==> config.mk <==
export PLATFORM = sky130hd
export DESIGN_NAME = bcd_entry_buffer
export DESIGN_NICKNAME = d
export VERILOG_FILES = /design/src/rtl/bcd_entry_pkg.sv /design/src/rtl/btn_conditioner.sv /design/src/rtl/bcd_entry_buffer.sv
export SDC_FILE = /design/constraint.sdc
export NUM_CORES = 1
export LEC_CHECK = 0
export ABC_AREA = 1
export BUFFER_PORTS_ARGS = -buffer_cell sky130_fd_sc_hd__buf_2
export CAP_MARGIN = 15
export CORE_MARGIN = 2
export CORE_UTILIZATION = 46
export DETAILED_ROUTE_END_ITERATION = 10
export PLACE_DENSITY = 0.61
export SLEW_MARGIN = 5
export SYNTH_ARGS = -nofsm -noshare
export SYNTH_HDL_FRONTEND = slang
export SYNTH_HIERARCHICAL = 1
export SYNTH_SLANG_ARGS = --single-unit
==> constraint.sdc <==
create_clock -name clk -period 2.4 [get_ports clk]
set_clock_uncertainty 0.15 [all_clocks]
set_input_delay 0.72 -clock clk [delete_from_list [all_inputs] [get_ports clk]]
set_output_delay 0.72 -clock clk [all_outputs]
set_load 0.02 [all_outputs]
==> src/rtl/bcd_entry_pkg.sv <==
// Shared types and constants for the BCD number-entry block.
package bcd_entry_pkg;

  typedef enum logic {ST_INT, ST_FRAC} entry_state_e;

  localparam int unsigned DIGIT_W = 4;
  localparam logic [DIGIT_W-1:0] BCD_MAX = 4'd9;

endpackage

==> src/rtl/btn_conditioner.sv <==
// Raw push-button conditioner: two-flop synchroniser, stability debounce and
// a single-cycle pulse on each accepted press.
module btn_conditioner #(
  parameter int unsigned DBNC_CYCLES = 16
) (
  input  logic clk,
  input  logic rst,
  input  logic btn,
  output logic pulse
);

  localparam int unsigned CntW = (DBNC_CYCLES < 2) ? 1 : $clog2(DBNC_CYCLES);
  localparam logic [CntW-1:0] CntLast = CntW'(DBNC_CYCLES - 1);

  logic            sync1_q, sync2_q, level_q, pulse_q;
  logic [CntW-1:0] cnt_q;
  logic            accept;

  assign accept = (sync2_q != level_q) && (cnt_q == CntLast);
  assign pulse  = pulse_q;

  // Reset to the "pressed" level so a button held through reset must be
  // released and pressed again before it produces a pulse.
  always_ff @(posedge clk) begin
    if (rst) begin
      sync1_q <= 1'b1;
      sync2_q <= 1'b1;
      level_q <= 1'b1;
      cnt_q   <= '0;
      pulse_q <= 1'b0;
    end else begin
      sync1_q <= btn;
      sync2_q <= sync1_q;
      pulse_q <= accept && sync2_q;
      if (sync2_q == level_q) begin
        cnt_q <= '0;
      end else if (accept) begin
        level_q <= sync2_q;
        cnt_q   <= '0;
      end else begin
        cnt_q <= cnt_q + 1'b1;
      end
    end
  end

endmodule

==> src/rtl/bcd_entry_buffer.sv <==
// Button/switch BCD number entry: builds a signed fixed-point BCD value and
// hands the committed value to the datapath over a valid/ready handshake.
module bcd_entry_buffer
  import bcd_entry_pkg::*;
#(
  parameter int unsigned INT_DIGITS  = 6,
  parameter int unsigned FRAC_DIGITS = 6,
  parameter int unsigned DBNC_CYCLES = 16,
  localparam int unsigned IntW  = DIGIT_W * INT_DIGITS,
  localparam int unsigned FracW = (FRAC_DIGITS == 0) ? DIGIT_W : DIGIT_W * FRAC_DIGITS
) (
  input  logic               clk,
  input  logic               rst,
  input  logic [DIGIT_W-1:0] sw,
  input  logic               btn_push,
  input  logic               btn_back,
  input  logic               btn_point,
  input  logic               btn_sign,
  input  logic               btn_enter,
  output logic [IntW-1:0]    out_int,
  output logic [FracW-1:0]   out_frac,
  output logic               out_neg,
  output logic               out_valid,
  input  logic               out_ready,
  output logic               err
);

  localparam int unsigned IntCntW  = $clog2(INT_DIGITS + 1);
  localparam int unsigned FracCntW = (FRAC_DIGITS == 0) ? 1 : $clog2(FRAC_DIGITS + 1);

  logic p_push, p_back, p_point, p_sign, p_enter;

  btn_conditioner #(.DBNC_CYCLES(DBNC_CYCLES)) u_push  (.clk(clk), .rst(rst), .btn(btn_push),  .pulse(p_push));
  btn_conditioner #(.DBNC_CYCLES(DBNC_CYCLES)) u_back  (.clk(clk), .rst(rst), .btn(btn_back),  .pulse(p_back));
  btn_conditioner #(.DBNC_CYCLES(DBNC_CYCLES)) u_point (.clk(clk), .rst(rst), .btn(btn_point), .pulse(p_point));
  btn_conditioner #(.DBNC_CYCLES(DBNC_CYCLES)) u_sign  (.clk(clk), .rst(rst), .btn(btn_sign),  .pulse(p_sign));
  btn_conditioner #(.DBNC_CYCLES(DBNC_CYCLES)) u_enter (.clk(clk), .rst(rst), .btn(btn_enter), .pulse(p_enter));

  entry_state_e        state_q, state_d;
  logic [IntW-1:0]     int_q, int_d, out_int_q, out_int_d;
  logic [FracW-1:0]    frac_q, frac_d, out_frac_q, out_frac_d;
  logic [IntCntW-1:0]  int_cnt_q, int_cnt_d;
  logic [FracCntW-1:0] frac_cnt_q, frac_cnt_d;
  logic                neg_q, neg_d, out_neg_q, out_neg_d;
  logic                out_valid_q, out_valid_d, err_q, err_d;

  // Action priority: enter > back > point > sign > push.
  always_comb begin
    state_d     = state_q;
    int_d       = int_q;
    frac_d      = frac_q;
    int_cnt_d   = int_cnt_q;
    frac_cnt_d  = frac_cnt_q;
    neg_d       = neg_q;
    out_int_d   = out_int_q;
    out_frac_d  = out_frac_q;
    out_neg_d   = out_neg_q;
    out_valid_d = out_valid_q && !out_ready;
    err_d       = 1'b0;

    if (p_enter) begin
      if (out_valid_q && !out_ready) begin
        err_d = 1'b1;
      end else begin
        out_int_d   = int_q;
        out_frac_d  = frac_q;
        out_neg_d   = neg_q;
        out_valid_d = 1'b1;
        int_d       = '0;
        frac_d      = '0;
        int_cnt_d   = '0;
        frac_cnt_d  = '0;
        neg_d       = 1'b0;
        state_d     = ST_INT;
      end
    end else if (p_back) begin
      if (state_q == ST_FRAC) begin
        if (frac_cnt_q == '0) begin
          state_d = ST_INT;
        end else begin
          for (int unsigned i = 0; i < FRAC_DIGITS; i++) begin
            if (frac_cnt_q == FracCntW'(FRAC_DIGITS - i)) frac_d[DIGIT_W*i +: DIGIT_W] = '0;
          end
          frac_cnt_d = frac_cnt_q - 1'b1;
        end
      end else if (int_cnt_q == '0) begin
        err_d = 1'b1;
      end else begin
        int_d     = int_q >> DIGIT_W;
        int_cnt_d = int_cnt_q - 1'b1;
      end
    end else if (p_point) begin
      if (FRAC_DIGITS == 0 || state_q == ST_FRAC) err_d = 1'b1;
      else                                         state_d = ST_FRAC;
    end else if (p_sign) begin
      neg_d = ~neg_q;
    end else if (p_push) begin
      if (sw > BCD_MAX) begin
        err_d = 1'b1;
      end else if (state_q == ST_INT) begin
        if (int_cnt_q == IntCntW'(INT_DIGITS)) begin
          err_d = 1'b1;
        end else begin
          int_d                = int_q << DIGIT_W;
          int_d[DIGIT_W-1:0]   = sw;
          int_cnt_d            = int_cnt_q + 1'b1;
        end
      end else if (frac_cnt_q == FracCntW'(FRAC_DIGITS)) begin
        err_d = 1'b1;
      end else begin
        // Fraction is left-aligned: the n-th digit lands n nibbles below the MSB.
        for (int unsigned i = 0; i < FRAC_DIGITS; i++) begin
          if (frac_cnt_q == FracCntW'(FRAC_DIGITS - 1 - i)) frac_d[DIGIT_W*i +: DIGIT_W] = sw;
        end
        frac_cnt_d = frac_cnt_q + 1'b1;
      end
    end
  end

  always_ff @(posedge clk) begin
    if (rst) begin
      state_q     <= ST_INT;
      int_q       <= '0;
      frac_q      <= '0;
      int_cnt_q   <= '0;
      frac_cnt_q  <= '0;
      neg_q       <= 1'b0;
      out_int_q   <= '0;
      out_frac_q  <= '0;
      out_neg_q   <= 1'b0;
      out_valid_q <= 1'b0;
      err_q       <= 1'b0;
    end else begin
      state_q     <= state_d;
      int_q       <= int_d;
      frac_q      <= frac_d;
      int_cnt_q   <= int_cnt_d;
      frac_cnt_q  <= frac_cnt_d;
      neg_q       <= neg_d;
      out_int_q   <= out_int_d;
      out_frac_q  <= out_frac_d;
      out_neg_q   <= out_neg_d;
      out_valid_q <= out_valid_d;
      err_q       <= err_d;
    end
  end

  assign out_int   = out_int_q;
  assign out_frac  = out_frac_q;
  assign out_neg   = out_neg_q;
  assign out_valid = out_valid_q;
  assign err       = err_q;

endmodule

### Word-level counts from Yosys, hierarchy flattened

Index checks and enable logic that the tools add are counted.

| word-level totals | value |
|---|---|
| register bits | 147 |
| input port bits | 12 |
| output and inout bits | 51 |
| word-level logic and storage cells | 222 |

| operators by class | value |
|---|---|
| add/sub/neg operators | 9 |
| magnitude comparators | 1 |
| equality and inequality tests | 42 |
| mux-type cells | 78 |
| bitwise gates (word level) | 7 |
| reductions and logical operators | 44 |

Operators by type and width:

| operator | number |
|---|---|
| 24-bit two-way mux | 21 |
| 11-bit AND reduction | 6 |
| 3-bit two-way mux | 21 |
| 4-bit two-way mux | 12 |
| 3-bit by 2-bit inequality test with 1-bit output (second input constant) | 12 |
| 1-bit two-way mux | 24 |
| 3-bit nonzero test | 8 |
| 4-bit by 1-bit adder with 4-bit output (second input constant) | 5 |
| 4-bit equality test (second input constant) | 5 |
| 9-bit AND reduction | 2 |
| 3-bit OR reduction | 5 |
| 2-bit AND reduction | 7 |
| 3-bit equality test (second input constant) | 4 |
| 6-bit by 3-bit inequality test with 1-bit output (second input constant) | 2 |
| 1-bit logical AND | 11 |
| 3-bit by 1-bit inequality test with 1-bit output (second input constant) | 3 |
| 1-bit inverter | 7 |
| 3-bit by 1-bit adder with 3-bit output (second input constant) | 2 |
| 3-bit by 2-bit equality test with 1-bit output (second input constant) | 2 |
| 3-bit logical NOT | 2 |
| 3-bit by 1-bit subtractor with 3-bit output (second input constant) | 2 |
| 1-bit equality test | 5 |
| 1-bit inequality test | 5 |
| 4-bit greater-than comparator (second input constant) | 1 |
| 6 further kinds | 7 |

### Depth between registers and ports, before layout

| logic depth | value |
|---|---|
| depth after elaboration | 10 |
| mapped depth | 10 |
| gate-level depth less buffers | 10 |

### By module

The synthesis kept the hierarchy.

By module, submodules not included:

| module | instances | cells an instance | area each (um^2) | seq. area each (um^2) |
|---|---|---|---|---|
| bcd_entry_buffer | 1 | 674 | 4,728.3 | 2,142.1 |
| btn_conditioner | 5 | 31 | 292.8 | 160.2 |

### Worst setup path after synthesis

OpenSTA, ideal clock, no wires.

| timing | value |
|---|---|
| path type | input to register |
| from | input out_ready |
| to | register int_cnt_q[2] |
| setup time | 0.112 ns |
| arrival time | 1.575 ns |
| required time | 2.138 ns |
| slack | 0.564 ns |
| stages | 8 |
| buffers on the path | 1 |
| cell sequence | inv_1 > nand3_1 > nand3_2 > nor2_4 > buf_2 > nand3_1 > nand2_1 > nor2_1 |

| between the ends | value |
|---|---|
| cells in the longest elaborated chain, start to end | 4 |

Ends and longest elaborated chain:

| item | line | source |
|---|---|---|
| start: declaration | bcd_entry_buffer.sv:24 | `input logic out_ready,` |
| 1-bit logical NOT | bcd_entry_buffer.sv:62 | `if (out_valid_q && !out_ready) begin` |
| 1-bit logical AND | bcd_entry_buffer.sv:62 |  |
| 2-bit inequality test (no source line) | - |  |
| 9-bit AND reduction (no source line) | - |  |
| end signal: assignment | bcd_entry_buffer.sv:137 | `int_cnt_q <= int_cnt_d;` |
| end: declaration | bcd_entry_buffer.sv:42 | `logic [IntCntW-1:0] int_cnt_q, int_cnt_d;` |

Every way passes these cells.
A chain may end at the register's enable or synchronous reset.

### Worst setup path after layout

| timing | value |
|---|---|
| from | register u_enter.pulse_q, in the netlist u_enter/pulse |
| to | register int_cnt_q[2] |

| between the ends | value |
|---|---|
| cells in the longest elaborated chain, start to end | 2 |
| elaborated cells on any way between the ends | 11 |
| classes of those cells | 8 x eq/ne; 1 x mux; 2 x reduce/logical |

Ends and longest elaborated chain:

| item | line | source |
|---|---|---|
| start: declaration | btn_conditioner.sv:15 | `logic sync1_q, sync2_q, level_q, pulse_q;` |
| start signal: assignment | btn_conditioner.sv:34 | `pulse_q <= accept && sync2_q;` |
| 6-bit by 3-bit inequality test with 1-bit output (no source line) (tied with other cells) | - |  |
| 9-bit AND reduction (no source line) | - |  |

Parallel ways exist; a longest one is shown, timed or not.

==> results_dict.tcl <==
set metrics [dict create \
    finalSetupTns_ps 0 \
    avgSynthCellArea_sq_um 7.47 \
    portBuffers 62 \
    ys.flop_type "dfxtp_1" \
    crit_required_ps 2560 \
    final_util 0.547 \
    vias 5294 \
    io_pins 63 \
    cts.sinks 147 \
    syn_area_sq_um 6190 \
    hold_viol_final 0 \
    setup_ws_ps 253 \
    worstRegToRegCells 8 \
    reg2reg_slack_ps 250 \
    synth_top_cell_area_share 0.475 \
    finalCriticalPeriod_ps 2150 \
    leakagePower_nw 3.04 \
    startpoint "u_enter/pulse" \
    antenna_found_initial 0 \
    crit_end "int_cnt_q[2]" \
    dp_hpwl_um 8800 \
    routabilityCongestion 0.820 \
    grt.busiest_layer "met2" \
    startpoint_type "flop" \
    relSlewSlack 0.645 \
    wire_per_inst_um 12.3 \
    row_count 42 \
    regArea_sq_um 2940 \
    place_area_sq_um 6620 \
    dr.pass1.iters 5 \
    rsz0062_at_grt "no" \
    worstPathArrival_ps 2310 \
    cts_resized 0 \
    dp_cells 1038 \
    cellPowerDensity_nw_per_um2 721 \
    fmax_mhz 466 \
    numCtsBuffers 17 \
    cts_hold_buf 0 \
    use_met1 0.244 \
    post-place-ws_ps 134 \
    start_util 0.469 \
    die_w_um 120 \
    setup-violations-final 0 \
    worst-path-max-fanout 24 \
    synth_cells 829 \
    clk_latency_ps 420 \
    htree_num_levels 4 \
    cap_violations 0 \
    first_iter_violations 375 \
    rr_endpoint "int_cnt_q[2]" \
    fin_area_sq_um 7210 \
    synth_edf_count 0 \
    synth_cell_types 36 \
    r2r_start "u_enter/pulse" \
    grt_pass1_vias 4840 \
    cts_root_buffer "clkbuf_16" \
    wl_um 13200 \
    ys_ff_latch 147 \
    grt_overflow_total 0 \
    cts_tree "yes" \
    power_mw 5.20 \
    grt_pass1_wl_um 22400 \
    hold_start "u_sign/sync1_q" \
    clkSlewWorstSetupHoldPaths_ps 60 \
    outcome "completed" \
    die_h_um 120 \
    nNetsFinal 905 \
    final_max_slew_viol_count 0 \
    holdCritPathClass "reg2reg" \
    cts.path.max_buffers 2 \
    irDropWorstVdd_v 0.000393 \
    dieArea_sq_um 14400 \
    cp-end-kind "flop" \
    hold_ws_ps 256 \
    fill_cells 1246 \
    via_per_inst 4.95 \
    yosysTopAreaCell "dfxtp_1" \
    synth_fp_nets 853 \
    final_cells 1070 \
    ys_top_cells_by_area "dfxtp_1 (48%), nor2_1 (14%), nand2_1 (8.1%)" \
    use_met3 0.0523 \
    drc 0 \
    post_cts_buffers 0 \
    area_delta_synth_final_pct 16.5 \
    multi_input_area_sq_um 2920 \
    antenna_left 0 \
    max_slew.worst_pin.slew_ps 533 \
    ys_seq_area_frac 0.475 \
    fin_crit_sh 0.895 \
    n_antenna_cell 0 \
    crit_type "reg2reg" \
    grt_usage 0.194 \
    drive_above_1_share 0.169 \
    async_flop_share 0 \
    grt_start_max_net_pins 104 \
    core-area_sq_um 13200 \
    met2_usage 0.316 \
    yosys_warnings 6 \
]
-- critical path: stages (launching register included) --
cell,delay (ps)
dfxtp_1,460
nor2_4,370
nand3_2,190
nand2_1,150
nor2_4,60
nand2_4,90
clkinv_2,290
nor2_1,220
nor2_1,60
-- routing by layer --
layer,vias up,part of all wire
met1,2347,0.49
met2,133,0.45
met4,0,0.013
met3,12,0.044
li1,2802,-
met5,-,0
-- where the power goes --
group | switching, mW | leakage [nW] | internal [mW]
combinational | 0.0884 | 1.57 | 0.0447
clock | 1.05 | 0.280 | 1.57
sequential | 0.00595 | 1.19 | 2.45
-- state kept, by name (all words and copies together) (netlist names), 3 cells and up --
signal,count
out_frac,24
int_cnt_q,3
out_int,24
frac_cnt_q,3
u_back/cnt_q,4
frac_q,24
u_sign/cnt_q,4
u_push/cnt_q,4
int_q,24
u_enter/cnt_q,4
u_point/cnt_q,4
-- cell usage in the layout, fill, tap and decap left out, types with 2 or more instances in the layout --
| cell type | netlist | layout |
|---|---|---|
| inv_1 | 33 | 32 |
| nand3b_1 | 5 | 5 |
| buf_2 | 11 | 62 |
| nand2_2 | 2 | 2 |
| nor2_1 | 236 | 236 |
| ha_1 | 11 | 11 |
| o21ai_0 | 49 | 49 |
| a21oi_2 | 6 | 6 |
| clkinv_2 | 1 | 3 |
| or2_1 | 5 | 5 |
| nor2_2 | 11 | 11 |
| clkinvlp_4 | 0 | 4 |
| nand2_1 | 134 | 134 |
| inv_2 | 3 | 4 |
| or2_2 | 11 | 11 |
| clkinv_4 | 0 | 2 |
| nor2_4 | 2 | 2 |
| nand4_1 | 30 | 30 |
| buf_4 | 1 | 8 |
| xnor2_1 | 6 | 6 |
| a21oi_1 | 13 | 13 |
| bufinv_16 | 0 | 2 |
| a22oi_1 | 20 | 20 |
| nand3_1 | 48 | 48 |
| clkbuf_16 | 0 | 17 |
| inv_6 | 0 | 4 |
| nand3_2 | 8 | 8 |
| dfxtp_1 | 147 | 147 |
-- cell families after synthesis --
logic type               share of synthesized area
buffers and inverters                       0.0537
XOR/XNOR                                   0.00849
flip-flops                                   0.475
AND/OR/NAND/NOR                              0.348
adder cells (fa/ha/maj)                     0.0255
AO/OA/AOI/OAI                               0.0891
-- cells in the mapped netlist (3+ instances only) --
cell type  instances
a21oi_1           13
a21oi_2            6
a22oi_1           20
buf_1              5
buf_2             11
buf_6              3
clkbuf_1          18
dfxtp_1          147
ha_1              11
inv_1             33
inv_2              3
nand2_1          134
nand3_1           48
nand3_2            8
nand3b_1           5
nand4_1           30
nor2_1           236
nor2_2            11
o21ai_0           49
or2_1              5
or2_2             11
xnor2_1            6
-- cell type report --
type                       count  area share
inverter                      39      0.0208
clock buffer                  18      0.0609
multi-input combinational    605       0.404
clock inverter                14      0.0212
timing repair buffer          71      0.0541
sequential                   147       0.408
tap                          176      0.0305
-- how the worst min path moves through the flow --
stage | endpoint | slack [ps] | cells past startpoint
3_3_place_gp | u_sign/sync2_q | 240 | 1
6_report | u_sign/sync2_q | 260 | 1
3_5_place_dp | u_enter/sync2_q | 240 | 1
2_1_floorplan | u_back/sync2_q | 240 | 1
5_1_grt | u_back/sync2_q | 270 | 1
4_1_cts | u_sign/sync2_q | 260 | 1
No activity file was read; power rests on OpenSTA's default activity.
